==> src/rtl/pr_lsq_arbiter_if.sv <==
// Requester-side and LSQ-side signal bundle for the PR-module LSQ arbiter.
// The arbiter uses master; the PR modules and LSQ model use slave.
interface pr_lsq_arbiter_if #(
  parameter int unsigned NUM_REQ = 4,
  parameter int unsigned XLEN    = 32
);
  logic [NUM_REQ*XLEN-1:0] req_addr;
  logic [NUM_REQ*XLEN-1:0] req_data;
  logic [NUM_REQ*3-1:0]    req_fn3;
  logic [NUM_REQ-1:0]      req_load;
  logic [NUM_REQ-1:0]      req_store;
  logic [NUM_REQ-1:0]      req_new_request;
  logic [NUM_REQ-1:0]      req_grant;
  logic [XLEN-1:0]         req_load_data;
  logic [NUM_REQ-1:0]      req_load_complete;

  logic [XLEN-1:0]         lsq_addr;
  logic [XLEN-1:0]         lsq_data;
  logic [2:0]              lsq_fn3;
  logic                    lsq_load;
  logic                    lsq_store;
  logic                    lsq_new_request;
  logic                    lsq_full;
  logic [XLEN-1:0]         lsq_load_data;
  logic                    lsq_load_complete;

  modport master (
    input  req_addr, req_data, req_fn3, req_load, req_store, req_new_request,
    input  lsq_full, lsq_load_data, lsq_load_complete,
    output req_grant, req_load_data, req_load_complete,
    output lsq_addr, lsq_data, lsq_fn3, lsq_load, lsq_store, lsq_new_request
  );

  modport slave (
    output req_addr, req_data, req_fn3, req_load, req_store, req_new_request,
    output lsq_full, lsq_load_data, lsq_load_complete,
    input  req_grant, req_load_data, req_load_complete,
    input  lsq_addr, lsq_data, lsq_fn3, lsq_load, lsq_store, lsq_new_request
  );
endinterface

==> src/rtl/pr_lsq_arbiter.sv <==
// Round-robin sharing of one LSQ port among NUM_REQ PR modules, with an
// in-order tag FIFO that steers each load result back to its issuer.
module pr_lsq_arbiter #(
  parameter int unsigned NUM_REQ         = 4,
  parameter int unsigned MAX_OUTSTANDING = 4,
  parameter int unsigned XLEN            = 32
) (
  input  logic                               clk,
  input  logic                               rst,
  pr_lsq_arbiter_if.master                   bus,
  output logic [$clog2(MAX_OUTSTANDING):0]   outstanding_loads,
  output logic                               protocol_error
);

  localparam int unsigned IDXW = $clog2(NUM_REQ);
  localparam int unsigned PTRW = $clog2(MAX_OUTSTANDING);
  localparam int unsigned CNTW = PTRW + 1;

  logic [IDXW-1:0] rr_ptr, rr_ptr_next;
  logic [IDXW-1:0] tags [MAX_OUTSTANDING];
  logic [PTRW-1:0] wr_ptr, wr_ptr_next;
  logic [PTRW-1:0] rd_ptr, rd_ptr_next;
  logic [CNTW-1:0] count, count_next;
  logic            err, err_next;

  logic [IDXW-1:0] cand;
  logic            found;
  logic            cand_load;
  logic            cand_store;
  logic [XLEN-1:0] cand_addr;
  logic [XLEN-1:0] cand_data;
  logic [2:0]      cand_fn3;
  logic            fifo_full;
  logic            fifo_empty;
  logic            issue;
  logic            push;
  logic            pop;
  logic [IDXW-1:0] head;

  function automatic logic [IDXW-1:0] wrap_idx(input logic [IDXW-1:0] base,
                                               input int unsigned     off);
    int unsigned sum;
    sum = 32'(base) + off;
    if (sum >= NUM_REQ) sum = sum - NUM_REQ;
    return IDXW'(sum);
  endfunction

  // First requesting index at or after the round-robin pointer
  always_comb begin
    cand  = rr_ptr;
    found = 1'b0;
    for (int unsigned k = 0; k < NUM_REQ; k++) begin
      if (!found && bus.req_new_request[wrap_idx(rr_ptr, k)]) begin
        found = 1'b1;
        cand  = wrap_idx(rr_ptr, k);
      end
    end
  end

  assign cand_load  = bus.req_load[cand];
  assign cand_store = bus.req_store[cand];
  assign cand_addr  = bus.req_addr[32'(cand)*XLEN +: XLEN];
  assign cand_data  = bus.req_data[32'(cand)*XLEN +: XLEN];
  assign cand_fn3   = bus.req_fn3[32'(cand)*3 +: 3];

  assign fifo_full  = (count == CNTW'(MAX_OUTSTANDING));
  assign fifo_empty = (count == '0);
  assign head       = tags[rd_ptr];

  // A load with a full tag FIFO stalls arbitration, even if a pop is in flight
  assign issue = found && !bus.lsq_full && !(cand_load && fifo_full);
  assign push  = issue && cand_load;
  assign pop   = bus.lsq_load_complete && !fifo_empty;

  // Combinational port outputs, forced quiet while reset is held
  always_comb begin
    bus.req_grant         = '0;
    bus.req_load_complete = '0;
    bus.req_load_data     = bus.lsq_load_data;
    bus.lsq_new_request   = 1'b0;
    bus.lsq_addr          = cand_addr;
    bus.lsq_data          = cand_data;
    bus.lsq_fn3           = cand_fn3;
    bus.lsq_load          = 1'b0;
    bus.lsq_store         = 1'b0;
    if (rst) begin
      bus.lsq_load  = cand_load;
      bus.lsq_store = cand_store;
      if (issue) begin
        bus.lsq_new_request = 1'b1;
        bus.req_grant[cand] = 1'b1;
      end
      if (pop) bus.req_load_complete[head] = 1'b1;
    end
  end

  // Next-state for pointer, tag FIFO bookkeeping and sticky error
  always_comb begin
    rr_ptr_next = rr_ptr;
    wr_ptr_next = wr_ptr;
    rd_ptr_next = rd_ptr;
    count_next  = count;
    err_next    = err;
    if (issue) rr_ptr_next = wrap_idx(cand, 1);
    if (push)  wr_ptr_next = wr_ptr + PTRW'(1);
    if (pop)   rd_ptr_next = rd_ptr + PTRW'(1);
    unique case ({push, pop})
      2'b10:   count_next = count + CNTW'(1);
      2'b01:   count_next = count - CNTW'(1);
      default: count_next = count;
    endcase
    if (bus.lsq_load_complete && fifo_empty) err_next = 1'b1;
    if (push && cand_store)                  err_next = 1'b1;
  end

  always_ff @(posedge clk or negedge rst) begin
    if (!rst) begin
      rr_ptr <= '0;
      wr_ptr <= '0;
      rd_ptr <= '0;
      count  <= '0;
      err    <= 1'b0;
    end else begin
      rr_ptr <= rr_ptr_next;
      wr_ptr <= wr_ptr_next;
      rd_ptr <= rd_ptr_next;
      count  <= count_next;
      err    <= err_next;
    end
  end

  // Tag storage carries no reset; occupancy alone decides validity
  always_ff @(posedge clk) begin
    if (push) tags[wr_ptr] <= cand;
  end

  assign outstanding_loads = count;
  assign protocol_error    = err;

endmodule

==> src/flat_wrapper.sv <==
// flat-port wrapper written by rule: the top's interface ports become plain ports
module pr_lsq_arbiter_flat 
#(
  parameter int unsigned NUM_REQ         = 4,
  parameter int unsigned MAX_OUTSTANDING = 4,
  parameter int unsigned XLEN            = 32
)
  (clk, rst, outstanding_loads, protocol_error, bus_req_addr, bus_req_data, bus_req_fn3, bus_req_load, bus_req_store, bus_req_new_request, bus_lsq_full, bus_lsq_load_data, bus_lsq_load_complete, bus_req_grant, bus_req_load_data, bus_req_load_complete, bus_lsq_addr, bus_lsq_data, bus_lsq_fn3, bus_lsq_load, bus_lsq_store, bus_lsq_new_request);
  pr_lsq_arbiter_if #(.NUM_REQ(NUM_REQ), .XLEN(XLEN)) bus_i ();
  input  logic clk;
  input  logic rst;
  output logic [$clog2(MAX_OUTSTANDING):0] outstanding_loads;
  output logic protocol_error;
  input wire logic [$bits(bus_i.req_addr)-1:0] bus_req_addr;
  input wire logic [$bits(bus_i.req_data)-1:0] bus_req_data;
  input wire logic [$bits(bus_i.req_fn3)-1:0] bus_req_fn3;
  input wire logic [$bits(bus_i.req_load)-1:0] bus_req_load;
  input wire logic [$bits(bus_i.req_store)-1:0] bus_req_store;
  input wire logic [$bits(bus_i.req_new_request)-1:0] bus_req_new_request;
  input wire logic [$bits(bus_i.lsq_full)-1:0] bus_lsq_full;
  input wire logic [$bits(bus_i.lsq_load_data)-1:0] bus_lsq_load_data;
  input wire logic [$bits(bus_i.lsq_load_complete)-1:0] bus_lsq_load_complete;
  output wire logic [$bits(bus_i.req_grant)-1:0] bus_req_grant;
  output wire logic [$bits(bus_i.req_load_data)-1:0] bus_req_load_data;
  output wire logic [$bits(bus_i.req_load_complete)-1:0] bus_req_load_complete;
  output wire logic [$bits(bus_i.lsq_addr)-1:0] bus_lsq_addr;
  output wire logic [$bits(bus_i.lsq_data)-1:0] bus_lsq_data;
  output wire logic [$bits(bus_i.lsq_fn3)-1:0] bus_lsq_fn3;
  output wire logic [$bits(bus_i.lsq_load)-1:0] bus_lsq_load;
  output wire logic [$bits(bus_i.lsq_store)-1:0] bus_lsq_store;
  output wire logic [$bits(bus_i.lsq_new_request)-1:0] bus_lsq_new_request;
  assign bus_i.req_addr = bus_req_addr;
  assign bus_i.req_data = bus_req_data;
  assign bus_i.req_fn3 = bus_req_fn3;
  assign bus_i.req_load = bus_req_load;
  assign bus_i.req_store = bus_req_store;
  assign bus_i.req_new_request = bus_req_new_request;
  assign bus_i.lsq_full = bus_lsq_full;
  assign bus_i.lsq_load_data = bus_lsq_load_data;
  assign bus_i.lsq_load_complete = bus_lsq_load_complete;
  assign bus_req_grant = bus_i.req_grant;
  assign bus_req_load_data = bus_i.req_load_data;
  assign bus_req_load_complete = bus_i.req_load_complete;
  assign bus_lsq_addr = bus_i.lsq_addr;
  assign bus_lsq_data = bus_i.lsq_data;
  assign bus_lsq_fn3 = bus_i.lsq_fn3;
  assign bus_lsq_load = bus_i.lsq_load;
  assign bus_lsq_store = bus_i.lsq_store;
  assign bus_lsq_new_request = bus_i.lsq_new_request;
  pr_lsq_arbiter #(.NUM_REQ(NUM_REQ), .MAX_OUTSTANDING(MAX_OUTSTANDING), .XLEN(XLEN)) u_core (.clk(clk), .rst(rst), .bus(bus_i), .outstanding_loads(outstanding_loads), .protocol_error(protocol_error));
endmodule
==> config.mk <==
export PLATFORM = sky130hd
export DESIGN_NAME = pr_lsq_arbiter_flat
export DESIGN_NICKNAME = d
export VERILOG_FILES = /design/src/rtl/pr_lsq_arbiter_if.sv /design/src/rtl/pr_lsq_arbiter.sv /design/src/flat_wrapper.sv
export SDC_FILE = /design/constraint.sdc
export NUM_CORES = 1
export LEC_CHECK = 0
export BUFFER_PORTS_ARGS = -buffer_cell sky130_fd_sc_hd__buf_2
export CAP_MARGIN = 20
export CORE_AREA = 2 2 168 170
export CTS_CLUSTER_DIAMETER = 200
export CTS_CLUSTER_SIZE = 24
export DETAILED_ROUTE_END_ITERATION = 8
export DIE_AREA = 0 0 170 172
export GPL_TIMING_DRIVEN = 0
export HOLD_SLACK_MARGIN = 0.03
export SLEW_MARGIN = 20
export SYNTH_ARGS = -nofsm -noshare
export SYNTH_HDL_FRONTEND = slang
export SYNTH_SLANG_ARGS = --single-unit
==> constraint.sdc <==
create_clock -name clk -period 3.76 [get_ports clk]
set_input_delay 0.94 -clock clk [delete_from_list [all_inputs] [get_ports clk]]
set_output_delay 0.94 -clock clk [all_outputs]
set_load 0.03 [all_outputs]
# Word level (Yosys, flattened, before mapping)
# Memory sizes are Yosys's and may differ from the RTL's.
# Index checks and enable logic that the tools add are counted.
[word_totals] ff_bits=10 latchBits=0 ramBits=8 romBits=0 input_bits=316 out_inout_bits=114 elab_cells=102 memories=1
[mem_list] memory="u_core.tags" words=4 width=2 rd=1 rd_clocked_by_memory_dff=0 wr=1 line_no="pr_lsq_arbiter.sv:20" rtl="logic [IDXW-1:0] tags [MAX_OUTSTANDING];"
[op_classes] n_addsub=13 mul=1 div=0 order_cmp=13 n_eq_ne=3 shift=3 n_mux=42 bitwise_logic=0 n_reduce_logical=21
[op_table] cell="variable part select 128 x 8 -> 32 bit" n=2
[op_table] cell="2-to-1 mux 1 bit" n=20
[op_table] cell="< comparator 2 x 3 -> 1 bit (second input constant)" n=6
[op_table] cell="2-to-1 mux 2 bit" n=9
[op_table] cell="2-to-1 mux 4 bit" n=4
[op_table] cell="binary-select mux 1 bit (select 2 bit)" n=6
[op_table] cell="greater-or-equal comparator 3 bit (second input constant)" n=4
[op_table] cell="logical AND 1 bit" n=12
[op_table] cell="variable part select 12 x 5 -> 3 bit" n=1
[op_table] cell="subtractor 2 x 1 -> 2 bit (second input constant)" n=5
[op_table] cell="adder 2 x 1 -> 3 bit (second input constant)" n=2
[op_table] cell="adder 2 x 2 -> 3 bit (second input constant)" n=2
[op_table] cell="zero test 1 bit" n=6
[op_table] cell="case mux 3 bit (2 select lines)" n=1
[op_table] cell="adder 2 x 1 -> 2 bit (second input constant)" n=2
[op_table] cell="demux 1 bit (select 2 bit)" n=2
[op_table] cell="greater-or-equal comparator 2 x 1 -> 1 bit (second input constant)" n=2
[op_table] cell="multiplier 2 x 2 -> 4 bit (second input constant)" n=1
[op_table] cell="nonzero test 2 bit" n=2
[op_table] cell="adder 3 x 1 -> 3 bit (second input constant)" n=1
[op_table] cell="== test 3 bit (second input constant)" n=1
[op_table] cell="greater-or-equal comparator 2 x 3 -> 1 bit (second input constant)" n=1
[op_table] cell="zero test 3 bit" n=1
[op_table] cell="subtractor 3 x 1 -> 3 bit (second input constant)" n=1
[op_table] cell="other kinds (2)" n=2

# Depth between registers and ports, before layout
# Gate-level depths: netlist of run 1.
[logic_depth] ltp_word=22 mapped_depth=11 depth_no_buf=11

# Worst setup path before layout of run 1
# Ideal clock, no wire load.
[synth_path] path_type="input port to output port" start="input port bus_req_new_request[2]" end="output port bus_req_grant[3]" arrival_ns=2.957 required_time_ns=2.820 setup_slack_ns=-0.137 path_stages=8 path_buffers=3 cell_sequence="nor2b_1 > o21a_1 > nor3_4 > buf_6 > buf_6 > buf_2 > ha_1 > nor3b_1"
[synth_between] elab_chain_cells=19 word_cells_on_any_way=35 classes_between="order compare (2); mux (22); reduce/logical (11)"
[synth_rtl] item="from (decl)" line_no="flat_wrapper.sv:19" rtl="input wire logic [$bits(bus_i.req_new_request)-1:0] bus_req_new_request;"
[synth_rtl] item="binary-select mux 1 bit (select 2 bit)" line_no="pr_lsq_arbiter.sv:53" rtl="if (!found && bus.req_new_request[wrap_idx(rr_ptr, k)]) begin"
[synth_rtl] item="2-to-1 mux 1 bit (implied by the code)" line_no="pr_lsq_arbiter.sv:53"
[synth_rtl] item="2-to-1 mux 1 bit" line_no="pr_lsq_arbiter.sv:53"
[synth_rtl] item="zero test 1 bit" line_no="pr_lsq_arbiter.sv:53"
[synth_rtl] item="logical AND 1 bit" line_no="pr_lsq_arbiter.sv:53"
[synth_rtl] item="2-to-1 mux 1 bit" line_no="pr_lsq_arbiter.sv:53"
[synth_rtl] item="zero test 1 bit" line_no="pr_lsq_arbiter.sv:53"
[synth_rtl] item="logical AND 1 bit" line_no="pr_lsq_arbiter.sv:53"
[synth_rtl] item="2-to-1 mux 1 bit" line_no="pr_lsq_arbiter.sv:53"
[synth_rtl] item="zero test 1 bit" line_no="pr_lsq_arbiter.sv:53"
[synth_rtl] item="logical AND 1 bit" line_no="pr_lsq_arbiter.sv:53"
[synth_rtl] item="2-to-1 mux 2 bit (*)" line_no="pr_lsq_arbiter.sv:53"
[synth_rtl] item="net u_core.cand[0]" line_no="pr_lsq_arbiter.sv:26" rtl="logic [IDXW-1:0] cand;"
[synth_rtl] item="branches (longest 5 deep; another with < comparator 2 x 3 -> 1 bit)"
[synth_rtl] item="2-to-1 mux 4 bit (*)" line_no="pr_lsq_arbiter.sv:89" rtl="if (issue) begin"
[synth_rtl] item="2-to-1 mux 4 bit (*)" line_no="pr_lsq_arbiter.sv:86" rtl="if (rst) begin"
[synth_rtl] item="to (decl)" line_no="flat_wrapper.sv:23" rtl="output wire logic [$bits(bus_i.req_grant)-1:0] bus_req_grant;"
# Mark *: on every way through the listed nets, which the timed path passes. The select of a mux whose other input is x is not followed.

# Worst setup path after layout of run 1
[layout_path] start="input port bus_req_new_request[3]" end="output port bus_lsq_data[18]"
[layout_between] elab_chain_cells=13 word_cells_on_any_way=22 classes_between="shift (1); mux (15); reduce/logical (6)"
[layout_rtl] item="binary-select mux 1 bit (select 2 bit)" line_no="pr_lsq_arbiter.sv:53"
[layout_rtl] item="2-to-1 mux 1 bit (implied by the code)" line_no="pr_lsq_arbiter.sv:53"
[layout_rtl] item="2-to-1 mux 1 bit" line_no="pr_lsq_arbiter.sv:53"
[layout_rtl] item="zero test 1 bit" line_no="pr_lsq_arbiter.sv:53"
[layout_rtl] item="logical AND 1 bit" line_no="pr_lsq_arbiter.sv:53"
[layout_rtl] item="2-to-1 mux 1 bit" line_no="pr_lsq_arbiter.sv:53"
[layout_rtl] item="zero test 1 bit" line_no="pr_lsq_arbiter.sv:53"
[layout_rtl] item="logical AND 1 bit" line_no="pr_lsq_arbiter.sv:53"
[layout_rtl] item="2-to-1 mux 1 bit" line_no="pr_lsq_arbiter.sv:53"
[layout_rtl] item="zero test 1 bit" line_no="pr_lsq_arbiter.sv:53"
[layout_rtl] item="logical AND 1 bit" line_no="pr_lsq_arbiter.sv:53"
[layout_rtl] item="2-to-1 mux 2 bit (*)" line_no="pr_lsq_arbiter.sv:53"
[layout_rtl] item="variable part select 128 x 8 -> 32 bit (*)" line_no="pr_lsq_arbiter.sv:63" rtl="assign cand_data = bus.req_data[32'(cand)*XLEN +: XLEN];"
[layout_rtl] item="to (decl)" line_no="flat_wrapper.sv:27" rtl="output wire logic [$bits(bus_i.lsq_data)-1:0] bus_lsq_data;"
# Every way passes the cells marked *; elsewhere a longest branch is shown, timed or not. The select of a mux whose other input is x is not followed.

==> results of run 1 <==
[timing repair]
item / CTS / global route
pin swaps: 1 / 28
cloned: 0 / 7
endpoints found under the setup margin: 72 / 73
resized for setup: 103 / 131
buffers inserted: 2 / 4
[layout make-up]
cell class	count	area [um^2]
Tap cell	346	432.9
Clock buffer	3	75.07
Clock inverter	1	3.754
Sequential cell	18	490.5
Fill cell	3018	20500
Multi-Input combinational cell	420	2923
Buffer	70	643.1
Inverter	8	35.03
Timing Repair Buffer	410	2376
[final timing paths]
path | startpoint | endpoint | slack [ps] | depth (start not counted)
setup / recovery | bus_req_new_request[3] | bus_lsq_data[18] | 7 | 11
hold / removal | u_core.wr_ptr[0] | u_core.wr_ptr[0] | 530 | 1
setup reg to reg | u_core.rr_ptr[0] | u_core.outstanding_loads[2] | 980 | 11
hold reg to reg | u_core.wr_ptr[0] | u_core.wr_ptr[0] | 530 | 1
max in group asynchronous | rst | u_core.rd_ptr[1] | 2950 | 1
min in group asynchronous | rst | u_core.outstanding_loads[0] | 580 | 1
[cell usage in the layout (no fill, tap or decap), types with 2 or more instances in the layout]
cell	instances
inv_1	7
clkbuf_16	10
buf_6	12
mux4_2	2
o21ai_0	3
edfxtp_1	8
nor2_1	56
and2_1	2
nor2_2	14
nand2_1	141
xor2_1	3
nand3_1	2
mux2_2	25
clkbuf_4	6
mux2_4	24
clkbuf_2	9
nor2_4	6
ha_1	9
nor3b_2	4
a211o_1	2
nor2b_1	2
a31oi_1	61
mux2i_1	3
a21oi_1	3
buf_12	10
nor3_1	3
xnor2_1	3
mux2_1	21
nor2b_4	2
dfrtp_1	10
nand4b_1	2
buf_2	343
buf_4	91
and3_1	4
a31oi_2	6
[kinds of logic (layout without fill, tap and decap cells)]
kind of cell,after synthesis,count (layout),share of synthesized area
AND/OR/NAND/NOR,241,241,0.2734
adder cells (fa/ha/maj),10,10,0.03692
buffers and inverters,78,492,0.1324
AO/OA/AOI/OAI,88,88,0.1658
XOR/XNOR,6,6,0.01463
multiplexers,75,75,0.2403
flip-flops,18,18,0.1365
[synth_stat cells (all sizes together)]
library cell and n:
buf 52, a21boi 1, o21ba 2, a31oi 68
o21bai 1, a211o 2, o21a 1, nand4b 2
nor2 76, mux2i 3, a2111oi 1, nor3 4
a21oi 3, nand2 141, nand3 2, a2bb2oi 1
ha 9, edfxtp 8, nor2b 5, xnor2 3
xor2 3, o21ai 3, clkbuf 18, o31ai 2
mux2 70, fa 1, a21o 1, inv 8
nor3b 5, mux4 2, dfrtp 10, and3 4
a31o 1, a221oi 1, and2 2
[worst reg2reg max path: cells and delay by family, from the launching register on]
family	cells	cell delay, ps
simple gates	3	350
buf+inv	1	70
compound gates	3	880
xor+xnor	2	300
fa+ha+maj	2	630
flops	1	480
[state kept, by name, summed over array words and instances (netlist names)]
register,cells
u_core.rr_ptr,2
u_core.protocol_error,1
u_core.tags,8
u_core.rd_ptr,2
u_core.wr_ptr,2
u_core.outstanding_loads,3
[stage by stage]
stage / cell area [um^2] / hold WS, ps / utilization / total power [W] / setup TNS (ps)
finish: 6979 / 534.3 / 0.2540 / 0.005508 / 0
global route: 6979 / 569.9 / 0.2540 / 0.005874 / -683.9
CTS: 6410 / 542.7 / 0.2333 / 0.004956 / -1027
detailed placement: 6027 / 535.1 / 0.2194 / 0.004364 / -29540
global placement: 6027 / 514.1 / 0.2194 / 0.004338 / -27670
floorplan: 3607 / 480.6 / - / 0.003063 / 0
[power groups by stage]
stage | Sequential [W] | Combinational (W) | Clock [W]
6_report | 0.000368 | 0.00493 | 0.000208
5_1_grt | 0.000381 | 0.00527 | 0.000225
4_1_cts | 0.000363 | 0.00438 | 0.000213
3_5_place_dp | 0.000365 | 0.00400 | 0
3_3_place_gp | 0.000361 | 0.00398 | 0
2_1_floorplan | 0.000380 | 0.00268 | 0
[routing by layer]
metal / up-vias / part of all wire / track usage
li1: 2586 / - / -
met1: 2464 / 0.40 / 0.1425
met2: 304 / 0.52 / 0.2275
met3: 14 / 0.074 / 0.01625
met4: 4 / 0.0078 / 0.02192
met5: - / 0.0014 / 0
==> impl_metrics.csv, run 1 <==
group,metric,value,unit
drt,drcViolationCount,0,
setup_path,critical_path_buf_inv_count,5,
drt,drtIter0Drc,215,
power,seqPwrFrac,0.067,
logic_synthesis,seq_area_frac_synth,0.1365,
logic_synthesis,synth_area_leader_cell,"mux2_1",
logic_synthesis,syn_nets,842,
drt,drt_wl_total,21.02,mm
drt,viasPerCell,4.210,
drt,wl_per_cell,16.47,um
timing,worstMarginPinSlew,558.4,ps
setup_path,cp_max_fo,5,
status,status,"finished, final reports clean",
timing,rsz0062_at_grt,"true",
floorplan,row_count,61,
logic_synthesis,synth_area_per_cell,6.962,um^2
power,sw_frac_of_total,0.5542,
setup_path,critPathMaxStageDelay,340,ps
setup_path,crit_path_cell_trace,"buf_2 > nor2b_4 > o21a_4 > nor3_4 > buf_6 > clkbuf_16 > buf_12 > mux2_1 > nor2_2 > a31oi_2 > buf_4",
logic_synthesis,synth_cells,516,
logic_synthesis,synth_seq_cells,18,
timing,finalClockSkew,2.254,ps
timing,setup_viol,0,
logic_synthesis,yosys_warnings,0,
power,ir_drop,0.3173,mV
setup_path,endpoint_kind,"primary output",
clocking,ctsRootBufferMaster,"clkbuf_16",
power,clockPowerShare,0.038,
timing,period_needed,3753,ps
hold_path,hp-class,"reg -> reg",
drt,vias,5372,
placement,dp_hpwl,16.55,mm
drt,antenna_left,0,
final_layout,drive_gt1_frac,0.6215,
placement,gp_congestion,0.7851,
power,p_comb_frac,0.896,
setup_path,cp.arrival,2810,ps
clocking,cts_buffers,3,
placement,preCtsSetupSlack,-704.4,ps
power,pwr_density_cell,789.2,nW/um^2
power,p_int,0.002456,W
timing,layout_worst_path_cycle_share,0.9982,
placement,numPlacedInstances,1259,
global_route,grt_first_pass_wirelength,26.38,mm
drt,dr.pass1.iters,5,
placement,port-buffer-count,397,
clocking,cts_sinks,18,
setup_path,required,2820,ps
final_layout,finalNetCount,1257,
power,netSwitchingPower,0.003052,W
floorplan,start_util,0.1307,
logic_synthesis,syn-cell-area,3592,um^2
final_layout,finalNonFillerCells,1276,
timing,fmax,266.4,MHz
global_route,grt_usage,0.1191,
clocking,path_clk_slew,50,ps
setup_path,critPathTopFamily,"buffers and inverters",
global_route,grt_max_degree,16,
clocking,cts_htree_levels,1,
setup_path,slowest_stage,"mux2_1",
floorplan,ios,430,
logic_synthesis,synth_top_area_frac,0.1473,
clocking,insertion_delay,250,ps
global_route,gr-total-overflow,0,
clocking,cts_tree,"yes",
final_layout,area_growth,94.29,%
logic_synthesis,synthTopCellsByArea,"mux2_1 15%, nand2_1 15%, a31oi_1 12%",
floorplan,core,27480,um^2
floorplan,dieArea,29240,um^2
global_route,grt_antenna_before_repair,2,
clocking,cts_buffer_depth,2,
logic_synthesis,yosysUniqueCellTypes,43,
timing,relSlewSlack,0.6277,
clocking,holdBufCountCts,0,
flow_run,maxCapViolCount,0,
global_route,grt_pass1_vias,4771,
timing,hold_viol,0,
floorplan,die-width,170,um
floorplan,die_y,172,um
setup_path,start_kind,"input port",
power,p_leak,3.583,nW
timing,drv_slew,0,
final_layout,antenna_cells,0,
timing,timing.final.ws_setup,6.856,ps
setup_path,worstSetupPathType,"in -> out",
Power figures use the tool's default switching activity.
==> run 2: changes to the inputs <==
Settings changed: ABC_AREA from default to 1.
==> run 2 against run 1 <==
Net effect: the flow now finishes with violations (negative setup slack); worst hold slack lost 56 ps; synthesized cell count is 22% higher; clock skew rose by 3.1 ps; setup slack got worse by 78 ps; die area is the same; critical endpoint is now bus_lsq_addr[5].
==> impl_metrics.csv, run 2 <==
group,metric,value,unit
floorplan,start_util,0.1459,
final_layout,area_growth,91.10,%
clocking,ctsRootBufferMaster,"clkbuf_16",
timing,worstMarginPinSlew,509.9,ps
setup_path,ff2ff_setup_slack,390,ps
setup_path,crit_path_end,"bus_lsq_addr[5]",
setup_path,cp_max_fo,5,
global_route,grt_pass1_vias,5596,
placement,port-buffer-count,397,
setup_path,reg2reg_depth,22,
clocking,cts_buffers,3,
final_layout,finalNetCount,1389,
setup_path,startpoint,"bus_req_new_request[1]",
flow_run,maxCapViolCount,0,
hold_path,hp-class,"reg -> reg",
drt,drcViolationCount,0,
clocking,path_clk_slew,50,ps
logic_synthesis,synth_cells,630,
setup_path,endpoint_kind,"primary output",
drt,wl_per_cell,18.05,um
global_route,gr-total-overflow,0,
drt,viasPerCell,4.435,
final_layout,nFillCells,3039,
logic_synthesis,seq_area_frac_synth,0.1224,
logic_synthesis,synthTopCellsByCount,"146 x nor2_1, 84 x nand2_1, 68 x o31ai_1",
logic_synthesis,synth_area_per_cell,6.361,um^2
setup_path,crit_path_cell_trace,"buf_6 > nand2_2 > nand2_4 > nand2_4 > nand2_4 > nor2_8 > nand4_4 > nand2_8 > buf_12 > inv_12 > buf_12 > buf_8 > o211ai_1 > o31ai_1 > buf_4",
floorplan,dieArea,29240,um^2
placement,dpl_cell_area,6467,um^2
final_layout,most-common-layout-cells,"324 x buf_2, 146 x nor2_1, 132 x buf_4",
logic_synthesis,synth_edf_count,8,
final_layout,drive_gt1_frac,0.5904,
setup_path,required,2820,ps
global_route,grt_antenna_before_repair,1,
logic_synthesis,yosysMostFrequentCell,"nor2_1",
setup_path,worstReg2RegStart,"u_core.rr_ptr[1]",
logic_synthesis,syn_nets,956,
placement,preCtsSetupSlack,-694.6,ps
global_route,grt_usage,0.1539,
final_layout,largest_reg_flops,8,
timing,fmax,261.0,MHz
floorplan,ios,430,
logic_synthesis,synth-main-ff-cell,"dfrtp_1",
setup_path,cpMostUsedCell,"nand2_4",
logic_synthesis,yosys_warnings,0,
logic_synthesis,yosysUniqueCellTypes,36,
timing,finalClockSkew,5.374,ps
floorplan,row_count,61,
drt,drt_wl_total,25.41,mm
placement,dp_hpwl,19.14,mm
logic_synthesis,synth_area_leader_cell,"nor2_1",
timing,drv_slew,0,
logic_synthesis,syn-cell-area,4008,um^2
setup_path,start_kind,"input port",
drt,antenna_left,0,
clocking,cts_htree_levels,1,
timing,relSlewSlack,0.6590,
setup_path,reg2reg_to,"u_core.outstanding_loads[2]",
logic_synthesis,synthTopCellsByArea,"nor2_1 14%, o31ai_1 13%, o211ai_1 13%",
clocking,cts_buffer_depth,2,
status,violations,"negative setup slack",
logic_synthesis,synth_seq_cells,18,
setup_path,cp.arrival,2890,ps
logic_synthesis,async_flop_share,0.5556,
drt,dr.pass1.iters,5,
timing,period_needed,3831,ps
final_layout,largest_register,"u_core.tags",
final_layout,mostFrequentLayoutCell,"buf_2",
timing,rsz0062_at_grt,"true",
clocking,cts_tree,"yes",
timing,setup_viol,22,
setup_path,worstSetupPathType,"in -> out",
clocking,insertion_delay,250,ps
setup_path,critPathMaxStageDelay,310,ps
drt,drtIter0Drc,325,
timing,layout_worst_path_cycle_share,1.019,
clocking,holdBufCountCts,0,
setup_path,slowest_stage,"o211ai_1",
global_route,grt_first_pass_wirelength,33.64,mm
clocking,cts_sinks,18,
timing,hold_viol,0,
timing,timing.final.ws_setup,-70.96,ps
final_layout,antenna_cells,0,
floorplan,core,27480,um^2
drt,vias,6244,
logic_synthesis,synth_top_area_frac,0.1367,
status,status,"finished, violations left",
global_route,grt_max_degree,16,
floorplan,die-width,170,um
floorplan,die_y,172,um
final_layout,stdcell_area,7659,um^2
placement,gp_congestion,0.8221,
run 2: cell types whose count changed after synthesis, moves of 24 or more:
cell      change
mux2_1       -47
inv_1        +24
or2_0        +26
o31ai_1      +66
nand2_1      -57
nor2_1       +71
or2_2        +36
o211ai_1     +67
a31oi_1      -67
run 2: cell type report:
class                      count  area [um^2]  area share
multi-input combinational    499         3164      0.4132
timing repair buffer         426         2560      0.3343
buffer                        79        773.2      0.1010
sequential                    18        491.7     0.06421
tap                          346        432.9     0.05653
inverter                      35        148.9     0.01944
clock buffer                   3        75.07    0.009802
timing repair inverter         1        8.758    0.001144
clock inverter                 1        3.754   0.0004901
run 2: cell families (layout without fill, tap and decap cells):
group | count (synthesis) | after routing | synth area share
xor+xnor | 3 | 3 | 0.006558
compound gates | 147 | 147 | 0.2738
fa+ha+maj | 10 | 10 | 0.03309
flops | 18 | 18 | 0.1224
simple gates | 338 | 339 | 0.3962
buf+inv | 114 | 545 | 0.1680
run 2: stage by stage:
stage	hold WS, ps	setup TNS (ps)	util	std cells
floorplan	441.6	-61.34	-	630
global placement	472.5	-24140	0.2354	1373
global route	491.5	-6795	0.2787	1408
detailed placement	472.9	-27730	0.2354	1373
finish	478.5	-558.4	0.2787	1408
CTS	481.8	-1874	0.2652	1402
run 2: critical path, delay by kind of cell:
family | cells | cell delay (ps)
buffers and inverters | 6 | 760
AOI/OAI and AO/OA | 2 | 440
and+or+nand+nor | 7 | 730
run 2: worst min-delay path by stage:
stage | endpoint | startpoint | slack, ps | cells after the start
floorplan | u_core.rd_ptr[1] | u_core.rd_ptr[1] | 440 | 1
global placement | u_core.rd_ptr[1] | u_core.rd_ptr[1] | 470 | 1
detailed placement | u_core.rd_ptr[1] | u_core.rd_ptr[1] | 470 | 1
CTS | u_core.rd_ptr[1] | u_core.rd_ptr[1] | 480 | 1
global route | u_core.rd_ptr[1] | u_core.rd_ptr[1] | 490 | 1
finish | u_core.rd_ptr[1] | u_core.rd_ptr[1] | 480 | 1
run 2: what timing repair did:
action,CTS,global route
setup endpoints to repair,73,74
pin swaps,29,33
setup buffers,19,6
gates resized for setup,139,98
cloned,6,1
run 2: routing by layer:
metal	GRT usage	share of wire	vias to the layer above
met5	0	0.00063	-
met2	0.2767	0.51	319
li1	-	-	2999
met3	0.02266	0.064	24
met1	0.2000	0.41	2900
met4	0.01932	0.014	2
Power of run 2 is left out: the tool's default activity adds up to more than one toggle a clock period on the data nets, which glitch-free logic cannot reach.
